File: config.mk
export PLATFORM = sky130hd
export DESIGN_NAME = debug_cmd_engine
export DESIGN_NICKNAME = d
export VERILOG_FILES = /design/src/rtl/debug_cmd_engine.sv
export SDC_FILE = /design/constraint.sdc
export NUM_CORES = 1
export LEC_CHECK = 0
export CAP_MARGIN = 20
export CORE_AREA = 2 2 60 62
export DETAILED_ROUTE_END_ITERATION = 7
export DIE_AREA = 0 0 62 64
export GPL_ROUTABILITY_DRIVEN = 0
export PLACE_DENSITY = 0.8
export SYNTH_ARGS = -nofsm -noshare
export SYNTH_HDL_FRONTEND = slang
export SYNTH_SLANG_ARGS = --single-unit
export TNS_END_PERCENT = 30
File: constraint.sdc
create_clock -name clk -period 1.55 [get_ports clk]
set_input_delay 0.31 -clock clk [delete_from_list [all_inputs] [get_ports clk]]
set_output_delay 0.31 -clock clk [all_outputs]
set_load 0.05 [all_outputs]
File: src/rtl/debug_cmd_engine.sv
`default_nettype none
// ============================================================================
// Module   : debug_cmd_engine
// Brief    : Framed serial debug command engine driving an LED bank, with
//            framed read-back on debug_do and a sticky bad-opcode flag.
// Revision : 1.0 - initial release
// ============================================================================
module debug_cmd_engine #(
    parameter int LedCount   = 4,
    parameter int ArgWidth   = 8,
    parameter int SyncStages = 2
) (
    input  logic                clk,
    input  logic                rst,
    input  logic                debug_clk,
    input  logic                debug_cs,
    input  logic                debug_di,
    output logic                debug_do,
    output logic [LedCount-1:0] led,
    input  logic [ArgWidth-1:0] status_in,
    output logic                cmd_err
);

    localparam int c_frame_w = 8 + ArgWidth;

    logic [SyncStages-1:0] r_clk_sync;
    logic [SyncStages-1:0] r_cs_sync;
    logic [SyncStages-1:0] r_di_sync;
    logic                  r_clk_prev;

    logic [c_frame_w-1:0]  r_sr;
    logic [ArgWidth:0]     r_resp;
    logic                  r_do;
    logic [LedCount-1:0]   r_led;
    logic                  r_err;

    logic                  w_clk;
    logic                  w_cs;
    logic                  w_di;
    logic                  w_rise;
    logic                  w_fall;
    logic                  w_exec;
    logic [6:0]            w_opcode;
    logic [ArgWidth-1:0]   w_arg;
    logic [LedCount-1:0]   w_led_arg;
    logic [ArgWidth-1:0]   w_led_zx;

    always_ff @(posedge clk) begin
        if (rst) begin
            r_clk_sync <= '0;
            r_cs_sync  <= '0;
            r_di_sync  <= '0;
            r_clk_prev <= 1'b0;
        end else begin
            r_clk_sync <= {r_clk_sync[SyncStages-2:0], debug_clk};
            r_cs_sync  <= {r_cs_sync[SyncStages-2:0], debug_cs};
            r_di_sync  <= {r_di_sync[SyncStages-2:0], debug_di};
            r_clk_prev <= w_clk;
        end
    end

    assign w_clk     = r_clk_sync[SyncStages-1];
    assign w_cs      = r_cs_sync[SyncStages-1];
    assign w_di      = r_di_sync[SyncStages-1];
    assign w_rise    = w_clk & ~r_clk_prev;
    assign w_fall    = ~w_clk & r_clk_prev;

    // A frame is complete once its start bit reaches the top of the shifter.
    assign w_exec    = r_sr[c_frame_w-1];
    assign w_opcode  = r_sr[c_frame_w-2:ArgWidth];
    assign w_arg     = r_sr[ArgWidth-1:0];
    assign w_led_arg = w_arg[LedCount-1:0];
    assign w_led_zx  = ArgWidth'(r_led);

    always_ff @(posedge clk) begin
        if (rst) begin
            r_sr   <= '0;
            r_resp <= '0;
            r_do   <= 1'b0;
            r_led  <= '0;
            r_err  <= 1'b0;
        end else begin
            if (w_fall) begin
                r_do   <= r_resp[ArgWidth];
                r_resp <= r_resp << 1;
            end

            // A new read replaces any response still being shifted out.
            if (w_exec) begin
                case (w_opcode)
                    7'h00:   r_led  <= r_led & ~w_led_arg;
                    7'h01:   r_led  <= r_led | w_led_arg;
                    7'h02:   r_led  <= w_led_arg;
                    7'h03:   r_led  <= r_led ^ w_led_arg;
                    7'h04:   r_resp <= {1'b1, w_led_zx};
                    7'h05:   r_resp <= {1'b1, status_in};
                    7'h06:   r_resp <= {1'b1, w_arg};
                    7'h7F:   begin end
                    default: r_err  <= 1'b1;
                endcase
                r_sr <= '0;
            end else if (w_rise) begin
                r_sr <= {r_sr[c_frame_w-2:0], w_di};
            end

            // Deselect discards partial frames and pending responses.
            if (!w_cs) begin
                r_sr   <= '0;
                r_resp <= '0;
                r_do   <= 1'b0;
            end
        end
    end

    assign debug_do = r_do;
    assign led      = r_led;
    assign cmd_err  = r_err;

endmodule
`default_nettype wire

# == Yosys cells after proc, flatten, opt, wreduce, memory -nomap -nowiden ==
# Index checks and enable logic that the tools add are counted.
# W data, S select, Z words.
# op_classes
eq_ne,7
muxes,4
n_bitwise,11
reduce_logical,8
# op_table
operator,count
$pmux W9 S3,1
$eq A7 B3 Y1 const B,3
$mux W9,2
$pmux W4 S4,1
$eq A7 B2 Y1 const B,2
$reduce_or A8 Y1,1
$eq A7 B1 Y1 const B,1
$eq A7 B7 Y1 const B,1
$logic_not A7 Y1,1
$not A1 Y1,5
$and A4 B4 Y4,1
$not A4 Y4,1
$or A4 B4 Y4,1
$reduce_and A2 Y1,2
$reduce_bool A4 Y1,1
$reduce_or A4 Y1,1
$xor A4 B4 Y4,1
$reduce_or A3 Y1,1
$and A1 B1 Y1,2
$reduce_or A2 Y1,1
# word_totals
register_bits,38
input_bits,13

# == Depth between registers and ports, before layout ==
# depth
depth_word,5
ltp_mapped,6

# == Worst setup path before layout ==
# No wires, ideal clock.
# synth_timing
kind,reg2reg
from,"register r_led[0], in the netlist led[0]"
to,"register r_led[0], in the netlist led[0]"
setup_time_ns,0.134
arrival_time_ns,1.649
t_required_ns,1.416
setup_slack_ns,-0.233
stages_incl_launch_ff,6
synth_period_minus_slack_ns,1.783
path_cell_list,dfxtp_1 > inv_1 > ha_1 > mux4_2 > nor2_1 > a211oi_1
# synth_via
elab_chain_len,2
elab_cells_between_ends,4
cone_classes,mux: 1; bitwise: 3
# synth_rtl
item,line_no,source
from (decl),34,logic [LedCount-1:0] r_led;
from (signal assigned),91,7'h00: r_led <= r_led & ~w_led_arg;
from (signal assigned),92,7'h01: r_led <= r_led | w_led_arg;
from (signal assigned),93,7'h02: r_led <= w_led_arg;
"$xor A4 B4 Y4, or another cell as far along",94,7'h03: r_led <= r_led ^ w_led_arg;
$pmux W4 S4 (*),90,case (w_opcode)
# Every way passes the cells marked *; elsewhere a longest branch is shown, timed or not.
# A chain may end at the register's enable or synchronous reset.

# == Worst setup path in the final report ==
# layout_timing
from,register r_sr[12]
to,register r_resp[5]
# layout_via
elab_chain_len,3
elab_cells_between_ends,5
cone_classes,eq/ne: 3; mux: 2
# layout_rtl
item,line_no,source
from (decl),31,logic [c_frame_w-1:0] r_sr;
from (signal assigned),103,"r_sr <= {r_sr[c_frame_w-2:0], w_di};"
$eq A7 B3 Y1,90,
$pmux W9 S3 (*),90,
$mux W9 (*),89,if (w_exec) begin
to (signal assigned),95,"7'h04: r_resp <= {1'b1, w_led_zx};"
to (signal assigned),96,"7'h05: r_resp <= {1'b1, status_in};"
to (signal assigned),97,"7'h06: r_resp <= {1'b1, w_arg};"
to (decl),32,logic [ArgWidth:0] r_resp;
# Marked as above.

==> run_results.csv <==
group,metric,value,unit
clock_network,cts_num_sinks,38,
floorplanning,start_util,53.9,%
grt,grt.total_usage,19.7,%
layout,area_growth,23.0,%
clock_network,numCtsBuffers,5,
timing,finalSetupViolCount,0,
worst_hold_path,worstHoldPathCells,2,
yosys,ys_seq_elements,38,
clock_network,worstSkewPairLatency,0.33,ns
setup_path,critPathMaxStageDelay,0.37,ns
clock_network,cts_tree,"built",
yosys,ys_types,30,
grt,grt_pass1_wl,5900,µm
layout,final_cells,278,
grt,grt_pass1_vias,1346,
drt,drc,0,
yosys,netlist_area,0.00177,mm²
layout,post-route-cell-area,0.00218,mm²
yosys,synth-edff-count,0,
timing,max_slew.worst_pin.slew,0.521,ns
layout,antenna_cells,0,
run_status,outcome,"complete, no violations",
drt,wl_per_cell,12.3,µm
grt,met3_usage,6.28,%
drt,first_pass_iters,4,
timing,period_share,94.2,%
power_and_ir_drop,finalPower,1.58,mW
floorplanning,die_x,62,µm
timing,rsz0062_at_grt,"false",
yosys,ys_seq_area_share,42.9,%
floorplanning,dieArea,0.00397,mm²
floorplanning,fp.dieH,64,µm
drt,ant_nets,0,
yosys,async_flop_share,0,%
layout,fin_nets,252,
grt,grt.met1_usage,25.9,%
drt,vias,1444,
grt,grt_max_degree,17,
yosys,synth_ff_type,"dfxtp_1",
setup_path,cp-end-kind,"flip-flop",
yosys,yosysWarnings,0,
floorplanning,core_area,0.00328,mm²
timing,finClkSkew,0.00754,ns
clock_network,clockRootBuffer,"clkbuf_4",
timing,max_slew_margin,65.3,%
setup_path,slowest_stage,"dfxtp_1",
yosys,synth.net_count,226,
clock_network,path_clk_slew,0.11,ns
setup_path,rr_worst_depth,4,
drt,routed_wirelength,3430,µm
setup_path,crit_buf_inv,0,
grt,gr-total-overflow,0,
power_and_ir_drop,p_leak,0.776,nW
setup_path,r2r_start,"r_sr[12]",
yosys,synthCells,205,
setup_path,path_cells,"nor4_4 -> nand4_4 -> a221oi_1 -> a311oi_1",
floorplanning,rows,21,
grt,top_usage_layer,"met2",
placement,pre_cts_ws,-0.0309,ns
clock_network,htreeDepth,2,
worst_hold_path,min_to,"r_sr[0]",
clock_network,cts_hold_buf,0,
grt,grt_use_met2,30.5,%
drt,via_per_inst,5.19,
timing,max_freq,685,MHz
timing,fin_ws,0.0894,ns
setup_path,r2r_setup_slack,0.09,ns
timing,slew_viol_final,0,
layout,drive_gt1_share,19.8,%
placement,port_buffers,18,
setup_path,crit_family,"simple AND/OR/NAND/NOR gates",
yosys,avgSynthCellArea,8.64,µm²
grt,antenna_found_initial,0,
setup_path,cp.required,1.77,ns
setup_path,crit_path_max_fanout,10,
placement,dp_hpwl,2440,µm
placement,placed_area,0.00209,mm²
floorplanning,ios,19,
flow_run,max-cap-violations,0,
power_and_ir_drop,vdd_ir_drop_max,515,µV
setup_path,arrival,1.68,ns
worst_hold_path,hp-start,"r_di_sync[1]",
power_and_ir_drop,p_per_area,724,mW/mm²
drt,drt_iter0_drc,97,
setup_path,rr_endpoint,"r_resp[5]",
timing,finalHoldViolCount,0,
setup_path,worstSetupStartpointType,"flip-flop",
clock_network,cts_buffer_depth,2,
worst_hold_path,hold_class,"flip-flop to flip-flop",
timing,finalCriticalPeriod,1.46,ns
setup_path,crit_type,"flip-flop to flip-flop",
placement,dp_cells,269,
setup_path,startpoint,"r_sr[12]",
cell type report:
cell class | count | area (µm²)
timing repair buffer | 33 | 332
inverter | 12 | 45.0
multi-input combinational | 141 | 913
sequential | 38 | 771
clock inverter | 1 | 5.00
tap | 46 | 57.6
fill | 283 | 1110
clock buffer | 7 | 55.1
power breakdown:
part	total [mW]	internal, mW	switching, mW	leakage (nW)
clock	0.523	0.220	0.303	0.0353
sequential	0.985	0.982	0.00323	0.311
combinational	0.0694	0.0391	0.0304	0.430
what timing repair did:
item | 4_1_cts | 5_1_grt
resized for setup | 0 | 5
setup endpoints to repair | 2 | 8
setup buffers | 0 | 1
pin swaps | 0 | 1
hold endpoints to repair | 0 | 0
gates cloned | 0 | 0
worst max path at each step:
stage	to	slack (ns)	cells past startpoint
finish	r_resp[5]	0.09	4
global route	led[0]	0.004	5
CTS	r_resp[5]	-0.004	4
detailed placement	r_sr[15]	-0.03	4
global placement	r_sr[15]	-0.02	4
floorplan	led[1]	-0.05	5
worst min-delay path, cell delays in order, from the launching register on:
cell and delay [ns]:
dfxtp_1 0.31, nand2_1 0.05, a21oi_1 0.05
cells in the mapped netlist (2+ instances only):
cell type | count | area (µm²)
nand2_1 | 55 | 206
dfxtp_1 | 38 | 761
a21oi_1 | 17 | 85.1
inv_1 | 12 | 45.0
clkbuf_1 | 10 | 37.5
nor2b_1 | 10 | 62.6
ha_1 | 8 | 100
nor2_1 | 6 | 22.5
a211oi_1 | 4 | 30.0
a311oi_1 | 4 | 35.0
mux4_2 | 4 | 90.1
nand2b_1 | 4 | 25.0
o21ai_0 | 4 | 20.0
o22ai_1 | 4 | 25.0
a21oi_2 | 3 | 26.3
a221oi_1 | 3 | 26.3
a31o_1 | 3 | 26.3
buf_2 | 3 | 15.0
a221oi_2 | 2 | 30.0
state kept, by name (all words and copies together) (netlist names):
register,count
led,4
r_sr,16
r_clk_prev,1
r_di_sync,2
r_cs_sync,2
r_resp,9
r_clk_sync,2
debug_do,1
cmd_err,1
cells in the final DEF, fill, tap and decap left out, types with 2 or more instances in the layout:
cell type,instances
nor2b_1,10
inv_1,12
clkdlybuf4s50_1,12
o21ai_0,4
mux4_2,4
buf_12,4
a21oi_2,3
dfxtp_1,32
nand2_1,55
a211oi_1,4
clkbuf_4,5
a221oi_2,2
a311oi_1,4
a21oi_1,17
a221oi_1,3
dfxtp_2,5
a31o_1,3
nor2_1,5
buf_4,16
ha_1,8
nand2b_1,4
o22ai_1,4
kinds of logic (layout without fill, tap and decap cells):
family / after synthesis / after routing / share of synthesized area, %
simple gates: 83 / 83 / 22.1
compound gates: 45 / 45 / 17.5
flops: 38 / 38 / 42.9
buf+inv: 26 / 53 / 6.14
fa+ha+maj: 8 / 8 / 5.65
mux: 5 / 5 / 5.65
metrics by stage:
step / hold slack [ns] / TNS, ns / util [%]
finish: 0.448 / 0 / 66.3
global route: 0.465 / 0 / 66.3
floorplan: 0.382 / -0.142 / -
global placement: 0.417 / -0.0162 / 63.7
CTS: 0.447 / -0.00441 / 65.6
detailed placement: 0.432 / -0.291 / 63.7
routing by layer:
layer  share of wire (%)  vias up
li1                    -      750
met1                  48      674
met2                  48       18
met3                 3.3        2
met4                0.64        0
met5                   0        -
(Power assumes the default switching activity.)
==> patch 1 (same flow settings) <==
Set the parameter `LedCount` to 3 (it was 4).
--- a/src/rtl/debug_cmd_engine.sv
+++ b/src/rtl/debug_cmd_engine.sv
@@ -7,5 +7,5 @@
 // ============================================================================
 module debug_cmd_engine #(
-    parameter int LedCount   = 4,
+    parameter int LedCount   = 3,
     parameter int ArgWidth   = 8,
     parameter int SyncStages = 2
Ports: changed (resized led); port bits go from 19 to 18. No check against the original RTL was run, so the function may have changed too.
==> patch 1 against the original RTL <==
Synthesized area fell by 6.9%. Sequential share of layout area rose by 1.1 points. Total power fell by 4.0%. Wire length fell by 8.2%. Via count fell by 5.2%. Design area fell by 6.0%. Worst setup slack got worse by 0.028 ns. Sequential cell count fell by 1. Count of clock-buffer cells in the layout fell by 1.
==> patch 1: results (changes against the original RTL) <==
Run status
  – Outcome: finished clean

Clock network
  – CTS Buffer Depth: 2 (unchanged)
  – CTS Buf Count: 5 (unchanged)

Yosys
  – Commonest cells post-synth: nand2_1, dfxtp_1, a21oi_1
  – Register area share after synthesis: 0.449 (+0.0194)
  – Synth top area cells: dfxtp_1, nand2_1, a21oi_1
  – Cell variety after synth: 28 (-6.7%)
  – Syn_nets: 210 (-7.1%)
  – Warnings, synthesis: 0 (unchanged)

Drt
  – DRT Pass-1 Iters: 4 (unchanged)
  – Drt via density: 5.15 (-0.92%)
  – Routed WL: 3150 um (-8.2%)
  – DRT iter0 DRCs: 74 (-24%)

Worst setup path
  – Slowest Stage Delay on Critical Path: 0.39 ns (+0.02 ns)
  – Crit-path slowest cell: nor4_4
  – CP required: 1.80 ns (+0.03 ns)
  – CP max FO: 10 (unchanged)

GRT
  – Vias in the first global route: 1,250 (-7.1%)
  – Global Route Usage Sum: 0.181 (-0.0158)
  – First-pass GRT wire length: 5400 um (-8.5%)
  – Pin count of the biggest net entering global routing: 17 (unchanged)

Hold path
  – Min-Delay Path Class: reg -> reg
  – Worst hold path depth: 2 (unchanged)

Finish
  – Nets: 238 (-5.6%)
  – Max FFs per register: 16 (unchanged)
  – Ant. Diodes: 0 (unchanged)
  – Layout cells sized above 1: 0.191 (-0.00737)

Timing
  – Clk_skew: 0.00581 ns (-0.00174 ns)
  – Slew @ Worst Pin: 0.528 ns (+0.00761 ns)

Power
  – LEAKAGE: 0.000726 uW (-6.5%)
  – VDD IR max: 570 uV (+11%)

Placed design
  – Port bufs: 17 (-1)
  – Hpwl dp: 2310 um (-5.7%)
[patch 1: timing repair]
item,4_1_cts,5_1_grt
resized for setup,0,3
buffers inserted,0,1
setup endpoints to repair,0,8
[patch 1: layout make-up]
cell class                      count  area [sq um]
Fill cell                         284          1240
Clock buffer                        6          41.3
Sequential cell                    37           748
Tap cell                           46          57.6
Clock inverter                      2          10.0
Inverter                            9          33.8
Multi-Input combinational cell    133           830
Timing Repair Buffer               33           328
[patch 1: final timing paths]
| check | startpoint | slack, ns | to |
|---|---|---|---|
| worst max-delay path | r_sr[12]$_SDFFE_PP0P_ | 0.06 | r_resp[0]$_SDFF_PP0_ |
| worst min-delay path | r_di_sync[1]$_SDFF_PP0_ | 0.45 | r_sr[0]$_SDFFE_PP0P_ |
| worst max register to register | r_sr[12]$_SDFFE_PP0P_ | 0.06 | r_resp[0]$_SDFF_PP0_ |
| worst min register to register | r_di_sync[1]$_SDFF_PP0_ | 0.45 | r_sr[0]$_SDFFE_PP0P_ |
[patch 1: power breakdown]
group	total (uW)	leakage, uW	internal, uW	switching (uW)
logic	68.2	0.000392	39.0	29.2
clock network	487	0.0000320	173	314
registers	959	0.000302	956	2.90
total	1510	0.000726	1170	346
[patch 1: tightest hold or removal path, delay by kind of cell (launching register included)]
family	cells	cell delay, ns
compound gates	1	0.05
simple gates	1	0.05
flops	1	0.32
[patch 1: kinds of logic (layout without fill, tap and decap cells)]
family / count (synthesis) / after routing / share of synthesized area
AND/OR/NAND/NOR: 81 / 81 / 0.239
AO/OA/AOI/OAI: 42 / 42 / 0.165
flip-flops: 37 / 37 / 0.449
buffers and inverters: 21 / 50 / 0.0553
adder cells (fa/ha/maj): 6 / 6 / 0.0455
multiplexers: 4 / 4 / 0.0470
[patch 1: layer usage]
layer  vias up  global-route usage  share of wire
met5         -                   0              0
met4         0              0.0399         0.0025
met3         2              0.0749          0.050
met2        29               0.280           0.47
met1       629               0.233           0.48
li1        709                   -              -
[patch 1: stage by stage]
| stage | hold WS (ns) | util | cells | setup slack [ns] | total power, uW |
|---|---|---|---|---|---|
| floorplan | 0.382 | - | 191 | -0.0462 | 1010 |
| detailed placement | 0.434 | 0.602 | 257 | 0.00118 | 1050 |
| global placement | 0.418 | 0.602 | 257 | 0.0580 | 1050 |
| finish | 0.447 | 0.624 | 266 | 0.0613 | 1510 |
| global route | 0.465 | 0.624 | 266 | -0.0482 | 1570 |
| CTS | 0.454 | 0.618 | 265 | 0.0476 | 1520 |
==> patch 2 (config.mk and constraints unchanged) <==
Without the edit above. Put one more register stage on the output `debug_do`, with the module's reset. The value now appears one clock later. The other outputs are not delayed to match.
--- a/src/rtl/debug_cmd_engine.sv
+++ b/src/rtl/debug_cmd_engine.sv
@@ -113,5 +113,11 @@
     end
 
-    assign debug_do = r_do;
+    always_ff @(posedge clk) begin
+        if (rst) begin
+            debug_do <= '0;
+        end else begin
+            debug_do <= r_do;
+        end
+    end
     assign led      = r_led;
     assign cmd_err  = r_err;
Function: no difference found for any inputs over 10 cycles, from zero or initial values and one cycle with rst high; that may be too few to reach the edited logic, so the function may still have changed.
==> patch 2 against the original RTL <==
Total power is 14% higher. Combinational power down 3%. Wire length is 5.2% higher. Sequential cell count grew 1. Design area up 2.2%. Synthesized area rose by 1.7%. Count of clock-buffer cells in the layout fell by 1. Worst setup slack lost 0.0061 ns. Critical endpoint is now led[1]$_SDFFE_PP0P_. Largest cell class unchanged. Largest power group unchanged.
==> patch 2: results (changes against the original RTL) <==
Run status
  – Outcome: finished clean

Worst setup path
  – Reg2Reg Launch Point: led[1]$_SDFFE_PP0P_
  – Reg2Reg Depth: 5 (+1)
  – R2R Setup Slk: 0.08 ns
  – CP max FO: 3 (-7)
  – Signal arrival time at the worst endpoint: 1.72 ns (+0.04 ns)
  – R2R Path End: led[1]$_SDFFE_PP0P_

Power
  – VDD IR max: 579 uV (+12%)
  – LEAKAGE: 0.000791 uW (+1.9%)

GRT
  – Global Route Usage Sum: 0.208 (+0.0113)
  – Initial antenna violation count: 0 (unchanged)
  – First-pass GRT wire length: 6020 um (+2.0%)
  – Vias in the first global route: 1,413 (+5.0%)

Finish
  – Ant. Diodes: 0 (unchanged)
  – Layout cells sized above 1: 0.190 (-0.00862)
  – # fillers: 265 (-6.4%)
  – Max FFs per register: 16 (unchanged)

Drt
  – DRT iter0 DRCs: 122 (+26%)
  – Routed WL: 3610 um (+5.2%)
  – Wire per inst: 13.0 um (+5.2%)
  – Vias: 1,477 (+2.3%)
  – DRT Pass-1 Iters: 4 (unchanged)

Yosys
  – Commonest cells post-synth: nand2_1, dfxtp_1, a21oi_1
  – Syn_nets: 228 (+0.88%)
  – Avg Inst Size Synth: 8.70 sq um (+0.71%)
  – Cell variety after synth: 30 (unchanged)
  – Synth top area cells: dfxtp_1, nand2_1, ha_1
  – Synth async-reset ratio: 0 (unchanged)
  – Register area share after synthesis: 0.433 (+0.00395)
  – Warnings, synthesis: 0 (unchanged)
  – Most used DFF post-synth: dfxtp_1

Timing
  – Final hold slack: 0.451 ns (+0.00352 ns)
  – Final period util: 0.946 (+0.00391)
  – Clk_skew: 0.0182 ns (+0.0107 ns)
  – Slew @ Worst Pin: 0.541 ns (+0.0203 ns)

Clock network
  – CTS root buf: clkbuf_4
  – Clock sink count: 39 (+2.6%)
  – CTS Buffer Depth: 2 (unchanged)
  – Clock Latency Late Sink: 0.36 ns (+0.03 ns)

Hold path
  – Worst hold path startpoint: r_di_sync[0]$_SDFF_PP0_
  – Hold EP: r_di_sync[1]$_SDFF_PP0_
  – Worst hold path depth: 1 (-1)

Placed design
  – Place WS: -0.0304 ns (+0.000505 ns)
  – Hpwl dp: 2510 um (+2.7%)
  – DP Area: 0.00212 sq mm (+1.1%)
==> patch 2: cell count changes after synthesis <==
cell / delta
buf_4: +2
dfxtp_1: +1
nor2b_1: +2
buf_2: -2
and2b_1: -1
==> patch 2: layer usage <==
layer | track usage | part of all wire | vias to the layer above
li1 | - | - | 753
met1 | 0.252 | 0.47 | 692
met2 | 0.323 | 0.48 | 24
met3 | 0.0648 | 0.030 | 8
met4 | 0.106 | 0.017 | 0
met5 | 0 | 0 | -
==> patch 2: timing repair <==
| item | 4_1_cts | 5_1_grt |
|---|---|---|
| buffers inserted | 0 | 1 |
| endpoints found under the setup margin | 0 | 12 |
| resized for setup | 0 | 5 |
==> patch 2: power breakdown <==
part / switching, uW / internal [uW]
clock network: 341 / 381
logic: 29.8 / 37.7
registers: 2.94 / 1010
==> patch 2: worst max-delay path, cell delays in order, from the launching register on <==
cell      delay, ns
dfxtp_4        0.39
inv_1          0.06
ha_1           0.29
mux4_2         0.48
nor2_1         0.10
a211oi_1       0.05
==> patch 2: cell type report <==
type / count / area [sq um] / share of cell area
clock buffer: 6 / 51.3 / 0.0230
clock inverter: 2 / 35.0 / 0.0157
inverter: 12 / 45.0 / 0.0202
multi-input combinational: 142 / 916 / 0.411
sequential: 39 / 793 / 0.356
tap: 46 / 57.6 / 0.0258
timing repair buffer: 31 / 329 / 0.148
==> patch 2: kinds of logic after synthesis <==
kind of cell             after synthesis  synth area share
AO/OA/AOI/OAI                         45             0.172
AND/OR/NAND/NOR                       84             0.220
buffers and inverters                 26            0.0632
multiplexers                           5            0.0556
adder cells (fa/ha/maj)                8            0.0556
flip-flops                            39             0.433
